$ cat config.mk
export PLATFORM = sky130hd
export DESIGN_NAME = branch_resolution_buffer
export DESIGN_NICKNAME = d
export VERILOG_FILES = /design/src/rtl/branch_resolution_buffer_pkg.sv /design/src/rtl/brb_entry.sv /design/src/rtl/branch_resolution_buffer.sv
export SDC_FILE = /design/constraint.sdc
export NUM_CORES = 1
export LEC_CHECK = 0
export BUFFER_PORTS_ARGS = -buffer_cell sky130_fd_sc_hd__buf_2
export CAP_MARGIN = 20
export CORE_MARGIN = 4
export CORE_UTILIZATION = 40
export DETAILED_ROUTE_END_ITERATION = 12
export PLACE_DENSITY = 0.59
export SYNTH_ARGS = -nofsm -noshare
export SYNTH_HDL_FRONTEND = slang
export SYNTH_SLANG_ARGS = --single-unit
$ cat constraint.sdc
create_clock -name clk_in -period 3.1 [get_ports clk_in]
set_input_delay 0.31 -clock clk_in [delete_from_list [all_inputs] [get_ports clk_in]]
set_output_delay 0.31 -clock clk_in [all_outputs]
set_load 0.005 [all_outputs]
$ cat src/rtl/branch_resolution_buffer_pkg.sv
// Shared definitions for the branch resolution buffer.
// ROB index width, drain length and FSM state encodings.
package branch_resolution_buffer_pkg;

    localparam int BRB_ROB_IDX_W    = 4;
    localparam int BRB_DRAIN_CYCLES = 2;

    typedef enum logic {
        RUN   = 1'b0,
        DRAIN = 1'b1
    } brb_state_e;

endpackage

$ cat src/rtl/brb_entry.sv
// Single ROB-index branch record: pending/resolved flags,
// predicted and actual direction, resolved next-PC.
module brb_entry (
    input  logic        clk_in,
    input  logic        rst_n_in,
    input  logic        alloc,
    input  logic        alloc_pred,
    input  logic        result,
    input  logic        res_taken,
    input  logic [31:0] res_pc,
    input  logic        clear,
    output logic        pending,
    output logic        resolved,
    output logic        pred,
    output logic        taken,
    output logic [31:0] pc
);

    always_ff @(posedge clk_in or negedge rst_n_in) begin
        if (!rst_n_in) begin
            pending  <= 1'b0;
            resolved <= 1'b0;
            pred     <= 1'b0;
            taken    <= 1'b0;
            pc       <= '0;
        end else if (clear) begin
            pending  <= 1'b0;
            resolved <= 1'b0;
        end else if (alloc) begin
            pending  <= 1'b1;
            resolved <= 1'b0;
            pred     <= alloc_pred;
        end else if (result) begin
            resolved <= 1'b1;
            taken    <= res_taken;
            pc       <= res_pc;
        end
    end

endmodule

$ cat src/rtl/branch_resolution_buffer.sv
// Resolved-branch receiver: commit ack or mispredict flush + drain.
// Optional BRB_STATS_EN adds commit/mispredict counters.
module branch_resolution_buffer
    import branch_resolution_buffer_pkg::*;
#(
    parameter int ROB_IDX_W    = BRB_ROB_IDX_W,
    parameter int DRAIN_CYCLES = BRB_DRAIN_CYCLES
) (
    input  logic                 clk_in,
    input  logic                 rst_n_in,
    input  logic                 alloc_valid,
    input  logic [ROB_IDX_W-1:0] alloc_rob_id,
    input  logic                 alloc_pred,
    input  logic [ROB_IDX_W-1:0] res_rob_id,
    input  logic                 res_taken,
    input  logic [31:0]          res_value,
    input  logic                 commit_valid,
    input  logic [ROB_IDX_W-1:0] commit_rob_id,
`ifdef BRB_STATS_EN
    output logic [31:0]          stat_commits,
    output logic [31:0]          stat_mispredicts,
`endif
    output logic                 commit_ack,
    output logic                 flush_out,
    output logic [31:0]          redirect_pc,
    output logic                 busy_drain
);

    localparam int N     = 1 << ROB_IDX_W;
    localparam int CNT_W = $clog2(DRAIN_CYCLES + 1);

    brb_state_e       state, state_nxt;
    logic [CNT_W-1:0] drain_cnt, cnt_nxt;

    logic [N-1:0] pending, resolved, pred, taken;
    logic [31:0]  pc [N];

    logic        run, alloc_en, res_ok, c_byp, c_fire;
    logic        c_taken, c_hit, c_miss;
    logic [31:0] c_pc;

    assign run      = (state == RUN);
    assign alloc_en = run && alloc_valid && (alloc_rob_id != '0);

    // Same-cycle alloc to the result's id takes priority over the result.
    assign res_ok = run && (res_rob_id != '0) && pending[res_rob_id]
                    && !(alloc_en && alloc_rob_id == res_rob_id);

    assign c_byp  = res_ok && (res_rob_id == commit_rob_id);
    assign c_fire = run && commit_valid && (commit_rob_id != '0)
                    && pending[commit_rob_id]
                    && (resolved[commit_rob_id] || c_byp);

    assign c_taken = c_byp ? res_taken : taken[commit_rob_id];
    assign c_pc    = c_byp ? res_value : pc[commit_rob_id];
    assign c_hit   = c_fire && (c_taken == pred[commit_rob_id]);
    assign c_miss  = c_fire && (c_taken != pred[commit_rob_id]);

    assign pending[0]  = 1'b0;
    assign resolved[0] = 1'b0;
    assign pred[0]     = 1'b0;
    assign taken[0]    = 1'b0;
    assign pc[0]       = '0;

    for (genvar i = 1; i < N; i++) begin : g_entry
        logic a_i, r_i, clr_i;

        assign a_i   = alloc_en && (alloc_rob_id == ROB_IDX_W'(i));
        assign r_i   = res_ok && (res_rob_id == ROB_IDX_W'(i));
        assign clr_i = c_miss
                       || (c_hit && commit_rob_id == ROB_IDX_W'(i) && !a_i);

        brb_entry u_entry (
            .clk_in     (clk_in),
            .rst_n_in   (rst_n_in),
            .alloc      (a_i),
            .alloc_pred (alloc_pred),
            .result     (r_i),
            .res_taken  (res_taken),
            .res_pc     (res_value),
            .clear      (clr_i),
            .pending    (pending[i]),
            .resolved   (resolved[i]),
            .pred       (pred[i]),
            .taken      (taken[i]),
            .pc         (pc[i])
        );
    end

    always_comb begin
        state_nxt = state;
        cnt_nxt   = drain_cnt;
        unique case (state)
            RUN: begin
                if (c_miss) begin
                    state_nxt = DRAIN;
                    cnt_nxt   = '0;
                end
            end
            DRAIN: begin
                if (drain_cnt == CNT_W'(DRAIN_CYCLES - 1)) begin
                    state_nxt = RUN;
                    cnt_nxt   = '0;
                end else begin
                    cnt_nxt = drain_cnt + 1'b1;
                end
            end
            default: begin
                state_nxt = RUN;
                cnt_nxt   = '0;
            end
        endcase
    end

    always_ff @(posedge clk_in or negedge rst_n_in) begin
        if (!rst_n_in) begin
            state     <= RUN;
            drain_cnt <= '0;
        end else begin
            state     <= state_nxt;
            drain_cnt <= cnt_nxt;
        end
    end

    always_ff @(posedge clk_in or negedge rst_n_in) begin
        if (!rst_n_in) begin
            commit_ack  <= 1'b0;
            flush_out   <= 1'b0;
            redirect_pc <= '0;
        end else begin
            commit_ack <= c_hit;
            flush_out  <= c_miss;
            if (c_miss) begin
                redirect_pc <= c_pc;
            end
        end
    end

    assign busy_drain = (state == DRAIN);

`ifdef BRB_STATS_EN
    always_ff @(posedge clk_in or negedge rst_n_in) begin
        if (!rst_n_in) begin
            stat_commits     <= '0;
            stat_mispredicts <= '0;
        end else begin
            if (c_fire) begin
                stat_commits <= stat_commits + 32'd1;
            end
            if (c_miss) begin
                stat_mispredicts <= stat_mispredicts + 32'd1;
            end
        end
    end
`endif

endmodule

# Word level (Yosys, flattened, before mapping)
# Cells that the tools add are included.
[classes] addsub=1 muxes=96 bitwise=32 n_reduce_logical=168 order_cmp=3 n_eq_ne=51
[op_table] operator="binary-select mux 32 bit (select 4 bit)" n=1
[op_table] operator="== test 4 bit, second input constant" n=24
[op_table] operator="2-to-1 mux 32 bit" n=3
[op_table] operator="2-to-1 mux 1 bit" n=83
[op_table] operator="logical AND 1 bit" n=73
[op_table] operator="== test 4 x 3 -> 1 bit, second input constant" n=12
[op_table] operator="AND reduction 3 bit" n=15
[op_table] operator="nonzero test 3 bit" n=15
[op_table] operator="inverter 1 bit" n=31
[op_table] operator="AND reduction 2 bit" n=15
[op_table] operator="nonzero test 2 bit" n=15
[op_table] operator="== test 4 x 2 -> 1 bit, second input constant" n=6
[op_table] operator="binary-select mux 1 bit (select 4 bit)" n=5
[op_table] operator="zero test 1 bit" n=16
[op_table] operator="logical OR 1 bit" n=16
[op_table] operator="== test 4 x 1 -> 1 bit, second input constant" n=3
[op_table] operator="nonzero test 4 bit" n=3
[op_table] operator="less-than comparator 4 x 5 -> 1 bit, second input constant" n=2
[op_table] operator="== test 4 bit" n=2
[op_table] operator="greater-or-equal comparator 5 bit, second input constant" n=1
[op_table] operator="inverter 4 -> 5 bit" n=1
[op_table] operator="2-to-1 mux 2 bit" n=2
[op_table] operator="case mux 2 bit (2 select lines)" n=1
[op_table] operator="adder 2 x 1 -> 2 bit, second input constant" n=1
[op_table] operator="5 further kinds" n=5
[totals] input_bits=50 reg_bits=577

# Depth between registers and ports, before layout
# Gate-level depths: netlist of the first run.
[depth] ltp_word=15 ltp_mapped=14 depth_no_buf=8

# Modules after synthesis
# From an unflattened synthesis of the first run, not the netlist that was laid out.
[hier_totals] cells_unflattened=1742 area_unflattened_um2=27106.0
[by_module_without_submodules] module="brb_entry" area_per_inst_um2=1358.8 seq_area_each_um2=900.9 instances=15 cells_each=79
[by_module_without_submodules] module="branch_resolution_buffer" area_per_inst_um2=6723.9 seq_area_each_um2=925.9 instances=1 cells_each=557

# Worst setup path after synthesis of the first run
# No wires, ideal clock.
[synth_timing] kind="input to register" from="input port commit_rob_id[0]" to="register redirect_pc[18]" arrival_time_ns=3.228 required_ns=2.975 path_buffers=5 path_stages=9 slack_ns=-0.253 path_cell_list="buf_6 -> buf_6 -> buf_2 -> buf_1 -> buf_1 -> mux4_2 -> mux4_2 -> mux2_2 -> mux2_2"
[synth_between] elab_chain_len=5
[synth_lines] item="from (decl)" line="branch_resolution_buffer.sv:18" source="input logic [ROB_IDX_W-1:0] commit_rob_id,"
[synth_lines] item="binary-select mux 1 bit (select 4 bit) (tied with other cells)" line="branch_resolution_buffer.sv:54" source="assign c_taken = c_byp ? res_taken : taken[commit_rob_id];"
[synth_lines] item="2-to-1 mux 1 bit (implied by the code) (tied with other cells)" line="branch_resolution_buffer.sv:54"
[synth_lines] item="2-to-1 mux 1 bit (tied with other cells)" line="branch_resolution_buffer.sv:54"
[synth_lines] item="inequality test 1 bit (tied with other cells)" line="branch_resolution_buffer.sv:57" source="assign c_miss = c_fire && (c_taken != pred[commit_rob_id]);"
[synth_lines] item="logical AND 1 bit or 2-to-1 mux 32 bit (tied branches)" line="branch_resolution_buffer.sv:57, branch_resolution_buffer.sv:55"
[synth_lines] item="to (signal assigned)" line="branch_resolution_buffer.sv:134" source="redirect_pc <= c_pc;"
[synth_lines] item="to (decl)" line="branch_resolution_buffer.sv:25" source="output logic [31:0] redirect_pc,"
# Parallel ways exist; a longest one is shown, timed or not. The select of a mux whose other input is x is not followed.
# A chain may end at the register's enable or synchronous reset.

# Final worst setup path of the first run
[layout_timing] from="register g_entry[7].u_entry.pending" to="register g_entry[6].u_entry.pc[30]"
[layout_between] elab_chain_len=13
[layout_lines] item="from (decl)" line="brb_entry.sv:12" source="output logic pending,"
[layout_lines] item="from (signal assigned)" line="brb_entry.sv:21" source="pending <= 1'b0;"
[layout_lines] item="from (signal assigned)" line="brb_entry.sv:27" source="pending <= 1'b0;"
[layout_lines] item="from (signal assigned)" line="brb_entry.sv:30" source="pending <= 1'b1;"
[layout_lines] item="binary-select mux 1 bit (select 4 bit)" line="branch_resolution_buffer.sv:46" source="assign res_ok = run && (res_rob_id != '0) && pending[res_rob_id]"
[layout_lines] item="2-to-1 mux 1 bit (implied by the code)" line="branch_resolution_buffer.sv:46"
[layout_lines] item="logical AND 1 bit" line="branch_resolution_buffer.sv:46"
[layout_lines] item="logical AND 1 bit" line="branch_resolution_buffer.sv:47" source="&& !(alloc_en && alloc_rob_id == res_rob_id);"
[layout_lines] item="logical AND 1 bit" line="branch_resolution_buffer.sv:49" source="assign c_byp = res_ok && (res_rob_id == commit_rob_id);"
[layout_lines] item="2-to-1 mux 1 bit or logical OR 1 bit (tied branches)" line="branch_resolution_buffer.sv:54, branch_resolution_buffer.sv:52"
[layout_lines] item="== test 1 bit or logical AND 1 bit (tied branches)" line="branch_resolution_buffer.sv:56, branch_resolution_buffer.sv:52"
[layout_lines] item="logical AND 1 bit" line="branch_resolution_buffer.sv:56" source="assign c_hit = c_fire && (c_taken == pred[commit_rob_id]);"
[layout_lines] item="logical AND 1 bit (2 in a row)" line="branch_resolution_buffer.sv:71" source="|| (c_hit && commit_rob_id == ROB_IDX_W'(i) && !a_i);"
[layout_lines] item="logical OR 1 bit" line="branch_resolution_buffer.sv:71"
[layout_lines] item="inverter 1 bit (no source line)"
[layout_lines] item="AND reduction 3 bit (no source line) (*)"
[layout_lines] item="to (signal assigned)" line="brb_entry.sv:36" source="pc <= res_pc;"
[layout_lines] item="to (decl)" line="brb_entry.sv:16" source="output logic [31:0] pc"
# Every way passes the cells marked *; elsewhere a longest branch is shown, timed or not. The select of a mux whose other input is x is not followed.

==> results of run 1 <==
cells in the mapped netlist (2+ instances only):
library cell  instances
nand4_1               2
o31ai_1               2
a221oi_1              3
nor2b_1               9
buf_12                3
a22o_1               31
buf_1                20
a21o_1                2
o21ai_1               3
and2_1                7
nand2_1              40
clkbuf_1             61
a22oi_1               2
o211ai_1              5
xnor2_1               7
a21oi_1              22
a31oi_1               2
nand3b_4              4
o21ai_0               8
mux2_2              545
buf_2                51
nand3_1              14
a211oi_1              3
nand4b_1              6
mux2i_1               4
nor3_1               10
mux2_4               38
inv_1                 6
and3_1                3
nand2b_1              5
buf_6                 7
mux2_1               29
nor3_2                2
dfrtp_1             577
nor2_1               40
mux4_2              145
buf_4                 9
area by class of cell:
class                   count  share of cell area [%]
diodes                      1                 0.00776
clock buffers              95                    5.86
clock inverters            19                   0.687
inverters                   7                  0.0815
multi-input cells        1012                    37.8
flip-flops and latches    577                    44.8
well taps                 873                    3.39
repair buffers            245                    7.34
power groups by stage:
stage	combinational, mW	clock [mW]	sequential (mW)
2_1_floorplan	5.96	0	12.3
3_3_place_gp	7.47	0	12.7
3_5_place_dp	7.73	0	12.9
4_1_cts	7.78	7.84	12.8
5_1_grt	8.68	8.16	13.2
6_report	8.01	7.64	12.8
cells by family (layout without fill, tap and decap cells):
kind of cell	Yosys count	count (layout)	share of synthesized area, %
other	0	1	0
multiplexers	762	762	38.2
flip-flops	577	577	53.2
AO/OA/AOI/OAI	92	92	2.51
XOR/XNOR	7	7	0.226
AND/OR/NAND/NOR	151	151	3.02
buffers and inverters	158	366	2.92
state kept, by name (all words and copies together), names as in the netlist:
| register | cells |
|---|---|
| g_entry.u_entry.pc | 480 |
| redirect_pc | 32 |
| g_entry.u_entry.pending | 15 |
| g_entry.u_entry.pred | 15 |
| g_entry.u_entry.resolved | 15 |
| g_entry.u_entry.taken | 15 |
| drain_cnt | 2 |
| busy_drain | 1 |
| commit_ack | 1 |
| flush_out | 1 |
worst max-delay path, cell delays in order, from the launching register on:
cell	delay, ns
dfrtp_1	0.37
mux4_2	0.49
mux4_2	0.50
and3b_4	0.23
o21ai_4	0.09
buf_6	0.13
nor3_4	0.04
a2111oi_4	0.42
buf_6	0.21
clkbuf_16	0.21
mux2_4	0.31
placed cells by master (no fill, tap or decap), types with 3 or more instances in the layout:
cell type and n:
dfrtp_1 577, mux2_2 512, mux4_2 145, buf_4 101, mux2_4 93, buf_2 81
clkbuf_16 75, nor2_1 40, nand2_1 40, buf_12 38, a22o_1 31, a21oi_1 21
clkbuf_1 16, nand3_1 14, clkbuf_8 14, buf_6 11, nor3_1 10, nor2b_1 8
o21ai_0 8, clkinv_2 8, and2_1 7, xnor2_1 7, mux2_1 7, inv_1 6
nand4b_1 6, nand2b_1 5, o211ai_1 5, mux2i_1 4, nand3b_4 4, inv_6 4
a221oi_1 3, and3_1 3, a211oi_1 3, clkinv_8 3, bufinv_16 3
routing by layer:
layer / global-route usage [%] / vias to the layer above / wire length (um)
met5: 0 / - / 24
met4: 5.45 / 4 / 1620
met3: 3.60 / 111 / 3110
met2: 32.1 / 340 / 34500
met1: 26.9 / 8565 / 31900
li1: - / 6860 / -
path summary, 6_finish.rpt:
| check | slack [ns] | startpoint | cells after the start | end |
|---|---|---|---|---|
| min in group asynchronous | 0.33 | rst_n_in | 2 | redirect_pc[25] |
| hold / removal | 0.16 | res_value[11] | 2 | g_entry[4].u_entry.pc[11] |
| setup reg to reg | -0.05 | g_entry[7].u_entry.pending | 10 | g_entry[6].u_entry.pc[30] |
| max in group asynchronous | 1.64 | rst_n_in | 3 | g_entry[12].u_entry.pc[4] |
| setup / recovery | -0.05 | g_entry[7].u_entry.pending | 10 | g_entry[6].u_entry.pc[30] |
| hold reg to reg | 0.49 | g_entry[7].u_entry.pc[18] | 1 | g_entry[7].u_entry.pc[18] |
repair_timing:
action                     in CTS  in global routing
setup endpoints to repair      91                248
setup buffers                   5                  4
hold buffers                    1                  0
pin swaps                       4                  6
resized for setup               6                 69
gates cloned                    2                 11
hold endpoints to repair       70                  0
through the flow:
stage	util (%)	cells
2_1_floorplan	-	1747
3_3_place_gp	43.8	2691
3_5_place_dp	43.8	2691
4_1_cts	47.1	2813
5_1_grt	47.9	2828
6_report	47.9	2829
==> impl_metrics.tcl, run 1 <==
set metrics [dict create \
    dpl-instance-area_um2 29400 \
    grt_pass1_wl_um 108000 \
    slew_headroom_pct 40.5 \
    pwr-share-seq_pct 45.0 \
    drc 0 \
    timing.final.crit_period_ns 3.15 \
    p_switching_mw 7.51 \
    fin_crit_sh_pct 102 \
    cts_buffers 66 \
    arrival_ns 3.62 \
    io_pins 85 \
    ys_seq_elements 577 \
    multi_input_area_um2 12200 \
    ir_worst_vdd_mv 0.463 \
    syn_inst 1747 \
    drt-pass1-iter-count 5 \
    die_h_um 269 \
    synth_top_area_share_pct 53.2 \
    crit_fanout 8 \
    finalHoldWorstSlack_ns 0.160 \
    synth_edf_count 0 \
    async_flop_share_pct 100 \
    finalSetupViolations 106 \
    dpl_worst_slack_ns -0.319 \
    worstHoldPathType "input port to register" \
    rsz0062_at_grt "true" \
    tns_ns -2.06 \
    hold_viol_final 0 \
    comb_power_share_pct 28.2 \
    root_buffer "clkbuf_16" \
    synthFlopType "dfrtp_1" \
    fillers 5721 \
    grt_antenna_before_repair 3 \
    worst_pin_slew_ns 0.892 \
    skew_ns 0.0332 \
    synth-warning-count 0 \
    yosysSeqAreaShare_pct 53.2 \
    switching_share_pct 26.4 \
    antenna_left 0 \
    clock_path_buffers 3 \
    max_freq_ghz 0.318 \
    area_growth_pct 18.7 \
    synthDistinctLibCells 57 \
    stdcell_area_um2 32200 \
    p_per_area_nw_per_um2 882 \
    drive_gt1_share_pct 56.8 \
    dieArea_um2 72100 \
    crit_type "register to register" \
    drv_slew 0 \
    rows 95 \
    routed-via-count 15900 \
    max-cap-violations 0 \
    clkLatencyLatePin_ns 0.61 \
    clk_pin_slew_ns 0.06 \
    wl_per_cell_um 25.2 \
    fp.dieW_um 269 \
    failed_checks "setup timing" \
    grt_use_total_pct 19.5 \
    endpoint_kind "register" \
    start_kind "register" \
    avgSynthCellArea_um2 15.5 \
    syn_nets 1797 \
    cts_tree "yes" \
    start_util_pct 40.4 \
    routed_wl_um 71200 \
    clkSinkCount 577 \
    outcome "finished with violations" \
    power.internal_mw 20.9 \
    gp_congestion 0.890 \
    grt_overflow 0 \
    pwr-share-clk_pct 26.9 \
    hpwl_um 42000 \
    initialDrtViolationCount 932 \
    final_nets 1959 \
    grt_max_degree 87 \
    core_area_um2 67300 \
    place.port_buffers 84 \
    grt_pass1_vias 17200 \
    synth_top_area_cell "dfrtp_1" \
    synth.area.top_cells "dfrtp_1 53%, mux2_2 23%, mux4_2 12%" \
    fin_total_pwr_mw 28.4 \
    seqCellArea_um2 14400 \
    vias_per_cell 5.61 \
    h-tree-depth 3 \
    p_leak_nw 14.6 \
    cp.required_ns 3.58 \
    setup_slack_ns -0.0476 \
    synth_area_um2 27200 \
]
No activity file was read; power rests on OpenSTA's default activity.
==> run 2: changes to the inputs <==
--- a/config.mk
+++ b/config.mk
@@ -14,3 +14,4 @@
 export SYNTH_ARGS = -nofsm -noshare
 export SYNTH_HDL_FRONTEND = slang
 export SYNTH_SLANG_ARGS = --single-unit
+export TNS_END_PERCENT = 30
==> run 2 against run 1 <==
Net effect: the run still ends with setup timing left; fmax about the same; sequential share of layout area increased by 0.19 points; via count decreased by 0.16%; setup slack got worse by 0.0012 ns; critical path type unchanged; largest cell class unchanged.
==> impl_metrics.tcl, run 2 (synthesized netlist as in run 1, its figures left out) <==
set metrics [dict create \
    failed_checks "setup timing" \
    start_kind "register" \
    h-tree-depth 3 \
    fillers 5741 \
    holdCritStartpoint "res_value[11]" \
    drt-pass1-iter-count 5 \
    grt_use_total_pct 19.5 \
    drt-met1-wl_um 31100 \
    finalSetupViolations 79 \
    largest_reg_flops 480 \
    p_per_area_nw_per_um2 885 \
    fp.dieW_um 269 \
    top_layer "met5" \
    dieArea_um2 72100 \
    max-cap-violations 0 \
    most-common-layout-cells "577 x dfrtp_1, 512 x mux2_2, 145 x mux4_2, 104 x buf_4, 93 x mux2_4" \
    r2r-start "g_entry[7].u_entry.pending" \
    setup_slack_ns -0.0488 \
    outcome "finished with violations" \
    post-route-util_pct 47.7 \
    rows 95 \
    rr_worst_depth 10 \
    vias_per_cell 5.62 \
    mostFrequentLayoutCell "dfrtp_1" \
    hold_viol_final 0 \
    crit_fanout 8 \
    grt_pass1_vias 17200 \
    start_util_pct 40.4 \
    routed-via-count 15900 \
    route.met3.wl_um 3330 \
    io_pins 85 \
    root_buffer "clkbuf_16" \
    grt_max_degree 87 \
    multi_input_area_um2 12200 \
    p_switching_mw 7.48 \
    hold_depth 2 \
    antenna_left 0 \
    r2r_end "g_entry[6].u_entry.pc[30]" \
    wl_per_cell_um 24.8 \
    cts_tree "yes" \
    clock_path_buffers 3 \
    seqCellArea_um2 14400 \
    place.port_buffers 84 \
    cts_buffers 66 \
    clk_pin_slew_ns 0.06 \
    dpl-instance-area_um2 29400 \
    cp.required_ns 3.57 \
    top_register "g_entry.u_entry.pc" \
    worst_pin_slew_ns 0.891 \
    final_nets 1953 \
    gp_congestion 0.890 \
    routed_wl_um 70100 \
    grt_overflow 0 \
    core_area_um2 67300 \
    drv_slew 0 \
    hold_end "g_entry[4].u_entry.pc[11]" \
    die_h_um 269 \
    switching_share_pct 26.3 \
    clkSinkCount 577 \
    r2r_slack_ns -0.05 \
    top_regs "g_entry.u_entry.pc (480), redirect_pc (32)" \
    crit_type "register to register" \
    worstHoldPathType "input port to register" \
    arrival_ns 3.62 \
    rsz0062_at_grt "true" \
    ir_worst_vdd_mv 0.459 \
    fin_crit_sh_pct 102 \
    grt_antenna_before_repair 3 \
    pwr-share-clk_pct 26.8 \
    slew_headroom_pct 40.6 \
    max_freq_ghz 0.318 \
    power.internal_mw 20.9 \
    skew_ns 0.0319 \
    area_growth_pct 18.2 \
    drc 0 \
    clkLatencyLatePin_ns 0.61 \
    comb_power_share_pct 28.1 \
    p_leak_nw 14.6 \
    endpoint_kind "register" \
    initialDrtViolationCount 915 \
    met2_length_um 34000 \
    pwr-share-seq_pct 45.1 \
    stdcell_area_um2 32100 \
    grt_pass1_wl_um 108000 \
    drive_gt1_share_pct 56.7 \
    timing.final.crit_period_ns 3.15 \
    hpwl_um 42000 \
]
[run 2: changes by cell type in the layout (fill, tap and decap cells not counted), sizes merged]
cell    previous run  this run
clkbuf           105       102
buf              234       231
[run 2: stage by stage]
step	hold slack, ns	setup WS [ns]	TNS (ns)	power, mW	cells
floorplan	0.0144	0.00119	0	18.2	1747
global placement	0.411	-0.273	-102.32	20.1	2691
detailed placement	0.415	-0.319	-108.59	20.6	2691
CTS	0.114	-0.0250	-0.505	28.4	2813
global route	0.171	-0.129	-13.50	30.0	2822
finish	0.165	-0.0488	-2.04	28.4	2823
[run 2: power by group through the flow]
stage,Combinational (mW),Clock (mW),Sequential (mW)
after CTS,7.78,7.84,12.8
final,7.98,7.62,12.8
after global placement,7.47,0,12.7
after global routing,8.65,8.16,13.2
after floorplan,5.96,0,12.3
after detailed placement,7.73,0,12.9
[run 2: repair_timing]
action / in CTS / in global routing
pin swaps: 4 / 6
resized for setup: 6 / 64
hold endpoints to repair: 70 / 0
setup endpoints to repair: 91 / 256
setup buffers: 5 / 3
cloned: 2 / 6
hold buffers: 1 / 0
[run 2: worst max path at each step]
stage / startpoint / end / slack [ns]
finish: g_entry[7].u_entry.pending / g_entry[6].u_entry.pc[30] / -0.05
global route: g_entry[4].u_entry.pending / g_entry[6].u_entry.pc[30] / -0.13
CTS: g_entry[7].u_entry.pending / g_entry[1].u_entry.pc[1] / -0.02
detailed placement: res_rob_id[1] / g_entry[13].u_entry.pc[12] / -0.32
global placement: res_rob_id[1] / g_entry[13].u_entry.pc[12] / -0.27
floorplan: commit_rob_id[0] / redirect_pc[18] / 0.001
[run 2: worst max-delay path: stages, from the launching register on]
cell and delay [ns]:
dfrtp_1 0.37, mux4_2 0.49, mux4_2 0.50, and3b_4 0.23, o21ai_4 0.09, buf_6 0.13
nor3_4 0.04, a2111oi_4 0.42, buf_6 0.21, clkbuf_16 0.21, mux2_4 0.31
[run 2: area by class of cell]
type	instances	area share, %
well taps	873	3.40
clock buffers	95	5.89
multi-input cells	1012	38.0
clock inverters	19	0.690
flip-flops and latches	577	45.0
repair buffers	239	6.96
inverters	7	0.0818
diodes	1	0.00779
[run 2: per-layer routing]
layer | up-vias | GRT usage [%]
li1 | 6847 | -
met1 | 8547 | 26.9
met2 | 349 | 32.0
met3 | 108 | 3.69
met4 | 4 | 5.48
met5 | - | 0
==> run 3: changes to the inputs <==
--- a/config.mk
+++ b/config.mk
@@ -6,9 +6,9 @@
 export NUM_CORES = 1
 export LEC_CHECK = 0
 export BUFFER_PORTS_ARGS = -buffer_cell sky130_fd_sc_hd__buf_2
-export CAP_MARGIN = 20
 export CORE_MARGIN = 4
 export CORE_UTILIZATION = 40
+export CTS_CLUSTER_DIAMETER = 200
 export DETAILED_ROUTE_END_ITERATION = 12
 export PLACE_DENSITY = 0.59
 export SYNTH_ARGS = -nofsm -noshare
==> constraint.sdc (replaced) <==
create_clock -name clk_in -period 3.1 [get_ports clk_in]
set_input_delay 0.155 -clock clk_in [delete_from_list [all_inputs] [get_ports clk_in]]
set_output_delay 0.155 -clock clk_in [all_outputs]
set_load 0.005 [all_outputs]
==> run 3 against run 2 <==
Net effect: largest cell class unchanged; total power shrank 0.22%; hold slack lost 0.12 ns; combinational power is essentially flat; via count shrank 1.2%; critical path type unchanged; sequential power is essentially flat; first-iteration DRC count shrank 11%; critical path depth shrank 1; fmax grew 0.51%; count of clock-buffer cells in the layout shrank 11; flip-flop and latch count is the same; wire length shrank 0.29%; the flow still finishes with violations (setup timing); design area grew 0.67%.
==> impl_metrics.tcl, run 3 (synthesized netlist as in run 1, its figures left out) <==
set metrics [dict create \
    outcome "finished with violations" \
    failed_checks "setup timing" \
    pwr-share-clk_pct 26.6 \
    crit_top_cell "mux4_2" \
    drc 0 \
    top_regs "g_entry.u_entry.pc (480), redirect_pc (32)" \
    worstHoldPathType "input port to register" \
    skew_ns 0.0415 \
    switching_share_pct 26.4 \
    mostFrequentLayoutCell "dfrtp_1" \
    rsz0062_at_grt "true" \
    initialDrtViolationCount 814 \
    grt_overflow 0 \
    endpoint_kind "register" \
    most-common-layout-cells "577 x dfrtp_1, 488 x mux2_2, 145 x mux4_2, 98 x mux2_4, 81 x buf_2" \
    p_per_area_nw_per_um2 877 \
    clkSinkCount 577 \
    routed-via-count 15700 \
    start_kind "register" \
    cts_buffers 61 \
    antenna_left 0 \
    dieArea_um2 72100 \
    max_stage_delay_ns 0.51 \
    grt_pass1_vias 17100 \
    hpwl_um 41600 \
    final_nets 1960 \
    crit_type "register to register" \
    rows 95 \
    worst-path-buf-inv 2 \
    top_register "g_entry.u_entry.pc" \
    clock_path_buffers 3 \
    grt_antenna_before_repair 1 \
    max_freq_ghz 0.319 \
    comb_power_share_pct 28.2 \
    largest_reg_flops 480 \
    routed_wl_um 69900 \
    post-route-util_pct 48.0 \
    cp.required_ns 3.60 \
    grt_use_total_pct 19.2 \
    tns_ns -0.236 \
    die_h_um 269 \
    drive_gt1_share_pct 54.6 \
    fin_total_pwr_mw 28.3 \
    worst_pin_slew_ns 0.818 \
    crit_path_top_delay_cell "mux4_2" \
    gp_congestion 0.871 \
    vias_per_cell 5.54 \
    fin_crit_sh_pct 101 \
    crit_fanout 12 \
    area_growth_pct 19.0 \
    grt_pass1_wl_um 107000 \
    arrival_ns 3.63 \
    wl_per_cell_um 24.7 \
    setup_slack_ns -0.0327 \
    drv_slew 0 \
    core_area_um2 67300 \
    root_buffer "clkbuf_16" \
    start_util_pct 40.4 \
    h-tree-depth 2 \
    hold_viol_final 0 \
    cts_tree "yes" \
    ir_worst_vdd_mv 0.512 \
    p_leak_nw 14.7 \
    timing.final.crit_period_ns 3.13 \
    drt-pass1-iter-count 5 \
    slew_headroom_pct 45.5 \
    critical_path.cell_chain "mux4_2 > mux4_2 > and3b_4 > o21ai_4 > a21oi_4 > buf_6 > and4b_4 > bufbuf_16 > mux2_2" \
    clkLatencyLatePin_ns 0.64 \
    clk_pin_slew_ns 0.06 \
    io_pins 85 \
    max-cap-violations 0 \
    fp.dieW_um 269 \
    pwr-share-seq_pct 45.2 \
    p_switching_mw 7.47 \
    power.internal_mw 20.9 \
    place.port_buffers 84 \
    finalSetupViolations 15 \
    grt_max_degree 152 \
    cp_top_family "multiplexers" \
]
[run 3: cell types whose count changed in the layout (fill, tap and decap cells not counted), moves of 5 or more]
cell / delta
buf_4: -31
clkbuf_16: -5
mux2_1: +19
mux2_4: +5
dlygate4sd3_1: +37
mux2_2: -24
clkbuf_1: -10
[run 3: power by group through the flow]
| stage | Combinational (mW) | Clock [mW] | Sequential, mW |
|---|---|---|---|
| final | 8.00 | 7.54 | 12.8 |
| after global routing | 8.65 | 8.05 | 13.2 |
| after CTS | 7.78 | 7.74 | 12.8 |
| after detailed placement | 7.69 | 0 | 12.9 |
| after global placement | 7.45 | 0 | 12.6 |
| after floorplan | 5.96 | 0 | 12.3 |
[run 3: cell type report]
| type | count | area [um2] |
|---|---|---|
| fill | 5802 | 35000 |
| sequential | 577 | 14400 |
| multi-input combinational | 1012 | 12200 |
| timing repair buffer | 251 | 2440 |
| clock buffer | 84 | 1790 |
| tap | 873 | 1090 |
| clock inverter | 23 | 304 |
| inverter | 7 | 26.3 |
| antenna | 1 | 2.50 |
[run 3: worst register-to-register path, delay by kind of cell, from the launching register on]
kind | cells | cell delay [ns]
buffers and inverters | 2 | 0.48
multiplexers | 3 | 1.34
flip-flops | 1 | 0.38
AND/OR/NAND/NOR | 2 | 0.64
AO/OA/AOI/OAI | 2 | 0.15
[run 3: final timing paths]
check / from / to / slack [ns] / cells after the start
max in group asynchronous: rst_n_in / g_entry[4].u_entry.pc[26] / 1.34 / 4
worst max register to register: g_entry[7].u_entry.pending / g_entry[14].u_entry.pc[14] / -0.03 / 9
worst min register to register: g_entry[7].u_entry.pc[19] / g_entry[7].u_entry.pc[19] / 0.49 / 1
worst min-delay path: alloc_rob_id[1] / g_entry[9].u_entry.pending / 0.04 / 4
min in group asynchronous: rst_n_in / g_entry[2].u_entry.pc[30] / 0.54 / 3
worst max-delay path: g_entry[7].u_entry.pending / g_entry[14].u_entry.pc[14] / -0.03 / 9
[run 3: what timing repair did]
item	in CTS	in global routing
cloned	1	6
resized for setup	8	81
endpoints found under the hold margin	832	0
hold buffers	38	0
pin swaps	2	6
buffers inserted	3	7
endpoints found under the setup margin	151	355
[run 3: metrics by stage]
step / hold WS (ns) / setup WS, ns / area (um2) / cells
after floorplan: -0.141 / 0.148 / 27200 / 1747
after global placement: 0.0632 / -0.160 / 29300 / 2667
after detailed placement: 0.0637 / -0.163 / 29300 / 2667
after CTS: 0.00296 / -0.0262 / 31800 / 2815
after global routing: 0.0523 / -0.106 / 32300 / 2827
final: 0.0415 / -0.0327 / 32300 / 2828
[run 3: metal layers]
| metal | wire length (um) | GRT usage, % | up-vias |
|---|---|---|---|
| met1 | 32200 | 27.5 | 8476 |
| li1 | - | - | 6858 |
| met5 | 0 | 0 | - |
| met2 | 33900 | 31.5 | 240 |
| met3 | 2360 | 2.77 | 95 |
| met4 | 1500 | 4.48 | 0 |
